<file path="src/rtl/ip_write_sink_if.sv">
// ip_write_sink_if: MEM/WB write input and IP-core output handshake of the write sink
interface ip_write_sink_if;
  logic IP_write_in;
  logic [31:0] data_in;
  logic dataena_out;
  logic [31:0] ip_data;
  logic ip_valid;
  logic ip_ready;
  logic ip_first;
  logic ip_last;
  logic [7:0] ip_opcode;
  logic busy;
  modport slave (
    input IP_write_in, data_in, ip_ready,
    output dataena_out, ip_data, ip_valid, ip_first, ip_last, ip_opcode, busy
  );
  modport master (
    output IP_write_in, data_in, ip_ready,
    input dataena_out, ip_data, ip_valid, ip_first, ip_last, ip_opcode, busy
  );
endinterface

</file>
<file path="src/rtl/ip_write_sink.sv">
// ip_write_sink: buffers MEM/WB IP writes in a FIFO, frames them and holds the latch when full
module ip_write_sink #(
  parameter int DEPTH = 4,
  parameter int CNT_W = 3
) (
  input logic clk,
  input logic rst,
  ip_write_sink_if.slave bus
);
  localparam int AW = $clog2(DEPTH);
  localparam logic [0:0] HDR = 1'b0;
  localparam logic [0:0] PAY = 1'b1;
  logic [33:0] mem [DEPTH];
  logic [AW-1:0] wr_ptr, rd_ptr;
  logic [CNT_W-1:0] count;
  logic [0:0] state;
  logic [7:0] remaining, opcode_q, opcode;
  logic full, valid, push, pop, tag_first, tag_last;
  logic [33:0] head;
  assign full = count == CNT_W'(DEPTH);
  assign valid = count != '0;
  assign push = bus.IP_write_in && !full;
  assign pop = valid && bus.ip_ready;
  assign tag_first = state == HDR;
  assign tag_last = tag_first ? bus.data_in[7:0] == 8'd0 : remaining == 8'd1;
  assign head = valid ? mem[rd_ptr] : '0;
  assign opcode = (valid && head[1]) ? head[33:26] : opcode_q;
  assign bus.dataena_out = full;
  assign bus.ip_valid = valid;
  assign bus.ip_data = head[33:2];
  assign bus.ip_first = head[1];
  assign bus.ip_last = head[0];
  assign bus.ip_opcode = opcode;
  assign bus.busy = valid || state == PAY;
  // pointers, occupancy, receive framing and the held opcode
  always_ff @(posedge clk) begin
    if (rst) begin
      wr_ptr <= '0;
      rd_ptr <= '0;
      count <= '0;
      state <= HDR;
      remaining <= '0;
      opcode_q <= '0;
    end else begin
      if (push) wr_ptr <= wr_ptr + AW'(1);
      if (pop) rd_ptr <= rd_ptr + AW'(1);
      count <= count + CNT_W'(push) - CNT_W'(pop);
      if (push) state <= tag_last ? HDR : PAY;
      if (push) remaining <= tag_first ? bus.data_in[7:0] : remaining - 8'd1;
      opcode_q <= opcode;
    end
  end
  // FIFO storage: word plus first/last tags
  always_ff @(posedge clk) begin
    if (push) mem[wr_ptr] <= {bus.data_in, tag_first, tag_last};
  end
endmodule

</file>
<file path="src/flat_wrapper.sv">
// flat-port wrapper written by rule: the top's interface ports become plain ports
module ip_write_sink_flat 
#(
  parameter int DEPTH = 4,
  parameter int CNT_W = 3
)
  (clk, rst, bus_IP_write_in, bus_data_in, bus_ip_ready, bus_dataena_out, bus_ip_data, bus_ip_valid, bus_ip_first, bus_ip_last, bus_ip_opcode, bus_busy);
  ip_write_sink_if bus_i ();
  input logic clk;
  input logic rst;
  input wire logic [$bits(bus_i.IP_write_in)-1:0] bus_IP_write_in;
  input wire logic [$bits(bus_i.data_in)-1:0] bus_data_in;
  input wire logic [$bits(bus_i.ip_ready)-1:0] bus_ip_ready;
  output wire logic [$bits(bus_i.dataena_out)-1:0] bus_dataena_out;
  output wire logic [$bits(bus_i.ip_data)-1:0] bus_ip_data;
  output wire logic [$bits(bus_i.ip_valid)-1:0] bus_ip_valid;
  output wire logic [$bits(bus_i.ip_first)-1:0] bus_ip_first;
  output wire logic [$bits(bus_i.ip_last)-1:0] bus_ip_last;
  output wire logic [$bits(bus_i.ip_opcode)-1:0] bus_ip_opcode;
  output wire logic [$bits(bus_i.busy)-1:0] bus_busy;
  assign bus_i.IP_write_in = bus_IP_write_in;
  assign bus_i.data_in = bus_data_in;
  assign bus_i.ip_ready = bus_ip_ready;
  assign bus_dataena_out = bus_i.dataena_out;
  assign bus_ip_data = bus_i.ip_data;
  assign bus_ip_valid = bus_i.ip_valid;
  assign bus_ip_first = bus_i.ip_first;
  assign bus_ip_last = bus_i.ip_last;
  assign bus_ip_opcode = bus_i.ip_opcode;
  assign bus_busy = bus_i.busy;
  ip_write_sink #(.DEPTH(DEPTH), .CNT_W(CNT_W)) u_core (.clk(clk), .rst(rst), .bus(bus_i));
endmodule
</file>
<file path="config.mk">
export PLATFORM = sky130hd
export DESIGN_NAME = ip_write_sink_flat
export DESIGN_NICKNAME = d
export VERILOG_FILES = /design/src/rtl/ip_write_sink_if.sv /design/src/rtl/ip_write_sink.sv /design/src/flat_wrapper.sv
export SDC_FILE = /design/constraint.sdc
export NUM_CORES = 1
export LEC_CHECK = 0
export BUFFER_PORTS_ARGS = -buffer_cell sky130_fd_sc_hd__buf_4
export CAP_MARGIN = 30
export CORE_MARGIN = 2
export CORE_UTILIZATION = 45
export DETAILED_ROUTE_END_ITERATION = 10
export PLACE_DENSITY = 0.67
export SYNTH_ARGS = -nofsm -noshare
export SYNTH_HDL_FRONTEND = slang
export SYNTH_SLANG_ARGS = --single-unit
</file>
<file path="constraint.sdc">
create_clock -name clk -period 4.85 [get_ports clk]
set_input_delay 0.97 -clock clk [delete_from_list [all_inputs] [get_ports clk]]
set_output_delay 0.97 -clock clk [all_outputs]
set_load 0.1 [all_outputs]
</file>
==> out/summary.txt <==
Run status -> finished, final reports clean
RD Place Congestion -> 0.736
# fillers -> 1167
Largest cells by area after synthesis -> edfxtp_1 62%, mux4_2 8.9%, dfxtp_1 7.9%
Area of the die -> 0.0156 mm^2
Pin count of the biggest net entering global routing -> 35
Crit Path Max Fanout -> 34
Post-Syn Nets -> 407
Max incr delay on CP -> 0.92 ns
Mapped Cells -> 362
Top layer used by detailed routing -> met4
Number of flops mapped to enable cells by yosys -> 136
Max-cap violations -> 0
DR vias/cell -> 5.36
Kind of critical path -> flop to primary output
Mean Syn Cell Area -> 18.1 um^2
Initial antenna violation count -> 0
CTS resizes -> 0
WL met2 -> 5910 um
Post-synthesis cell type count -> 43
RSZ-0062 raised after global routing -> no
CTS tree -> yes
Clock slew at reported path FFs -> 0.06 ns
Highest clock rate -> 282 MHz
Synth top cells by count -> 136 x edfxtp_1, 38 x and2_1, 26 x dfxtp_1, 26 x mux4_2
Final worst-path cycle share -> 0.730
PortBufs -> 80
Area of the multi-input gates -> 0.00182 mm^2
Finish-stage setup viols -> 0
Hold Path End -> u_core.wr_ptr[1]
Syn. warnings -> 0
First-pass GRT wire length -> 19400 um
Worst r2r src -> u_core.count[1]
Per-cell routed wire length -> 19.0 um
Slowest cell on the critical path -> dfxtp_2
DIE WIDTH -> 125 um
FF-to-FF setup slack -> 2.07 ns
Relative slew slack -> 0.352
FF-to-FF path depth -> 10
Final slew viol count -> 0
Post-DP HPWL -> 7320 um
Global Route Usage Sum -> 0.165
Crit path time final -> 3.54 ns
Die Y -> 125 um
Vias in the first global route -> 3591
Yosys top cell area share -> 0.622
Clock Tree Buf Depth -> 2
Worst min-delay path startpoint -> u_core.wr_ptr[1]
Top Ports -> 81
Leading area contributor after synthesis -> edfxtp_1
Reg2reg end -> u_core.count[2]
Sequential cell area fraction in the yosys report -> 0.701
Setup TNS -> 0 ns
Worst Path Buf+Inv -> 1
Slew @ Worst Pin -> 0.972 ns
Ys flop type -> edfxtp_1
Routed WL -> 12200 um
Critical path startpoint category -> flop
Core ar. -> 0.0144 mm^2
Layout cells sized above 1 -> 0.342
Num rows -> 44
Final net count -> 491
Root Driver -> clkbuf_16
Via count -> 3447
Remaining routing DRC violations -> 0
Worst path required time -> 3.88 ns
Yosys reg bits -> 162
Initial Utilization -> 0.455
Htree depth -> 4
N_diodes -> 0
Most frequent cell after synthesis -> edfxtp_1
Overflow after GRT -> 0
CP Cell Sequence -> mux4_2 > nand2_4 > mux2_4 > buf_4
Final core occ -> 0.551
Hold path cells -> 2
Routed length on met1 -> 5380 um
Area Growth Syn to Fin -> 21.0%
Total setup buffers inserted after CTS -> 0
Min-Delay Path Class -> flop to flop
Clock sinks -> 162
CTS buffer count -> 17
Setup crit end kind -> primary output
Clk_lat worst skew -> 0.42 ns
Hold Buf Count CTS -> 0
Arrival @ worst endpoint -> 2.57 ns
Routed Antenna Nets -> 0
Cell family with most CP delay -> flip-flops
DRT iter0 DRCs -> 307
Register area -> 0.00461 mm^2
Pre-antenna DRT Iters -> 5
Met3 routed WL -> 721 um
Clk_skew -> 0.00800 ns
Asr flop ratio synth -> 0
Final Hold Fails -> 0
Post-Syn Area -> 0.00657 mm^2
[worst min-delay path, stage by stage, from the launching register on]
cell     delay, ns
dfxtp_1       0.33
nand2_1       0.06
a21oi_1       0.06
[logic make-up (layout without fill, tap and decap cells)]
| logic type | Yosys count | after routing | share of synthesized area |
|---|---|---|---|
| AO/OA/AOI/OAI | 23 | 23 | 0.0246 |
| XOR/XNOR | 5 | 5 | 0.00667 |
| adder cells (fa/ha/maj) | 9 | 9 | 0.0183 |
| buffers and inverters | 30 | 127 | 0.0230 |
| flip-flops | 162 | 162 | 0.701 |
| multiplexers | 43 | 43 | 0.141 |
| AND/OR/NAND/NOR | 90 | 90 | 0.0857 |
[worst max-delay path by stage]
stage,cells past startpoint,endpoint,startpoint
2_1_floorplan,4,bus_ip_data[22],u_core.count[1]
3_3_place_gp,4,bus_ip_data[2],flop
3_5_place_dp,4,bus_ip_opcode[2],flop
4_1_cts,4,bus_ip_opcode[2],flop
5_1_grt,4,bus_ip_opcode[0],flop
6_report,4,bus_ip_opcode[2],flop
[sequential cells by signal, summed over array words and instances (netlist names), named ones only]
name              cells
u_core.mem          136
u_core.opcode_q       8
u_core.remaining      8
u_core.count          3
u_core.rd_ptr         2
u_core.wr_ptr         2
u_core.state          1
[layer usage]
layer | vias to the layer above | GRT usage
li1 | 1584 | -
met1 | 1742 | 0.216
met2 | 102 | 0.260
met3 | 19 | 0.0563
met4 | 0 | 0.0588
met5 | - | 0
[cells in the final DEF (no fill, tap or decap), drive strengths merged, types with 4 or more instances in the layout]
cell	instances
mux4	34
dfxtp	26
mux2	8
nor2	11
buf	83
o22ai	4
edfxtp	136
clkbuf	24
inv	13
xnor2	4
nor2b	4
nor3	4
nor4	6
and2b	8
nand2	5
and2	38
ha	8
a21oi	8
[metrics by stage]
stage | area (um^2) | worst slack, ns | hold slack (ns) | std cells
after floorplan | 6570 | 1.21 | 0.469 | 362
after global placement | 7320 | 1.71 | 0.482 | 610
after detailed placement | 7320 | 1.68 | 0.496 | 610
after CTS | 7930 | 1.22 | 0.504 | 642
after global routing | 7950 | 1.14 | 0.518 | 643
final | 7950 | 1.31 | 0.501 | 643
[area by class of cell]
type                       count  share of cell area
sequential                   162               0.579
multi-input combinational    170               0.229
timing repair buffer          83              0.0799
clock buffer                  24              0.0618
tap                          184              0.0289
clock inverter                 8              0.0156
inverter                      12             0.00566
Power is not shown: default switching activity piles up to over one toggle a cycle in this logic, so the estimate is an artifact.
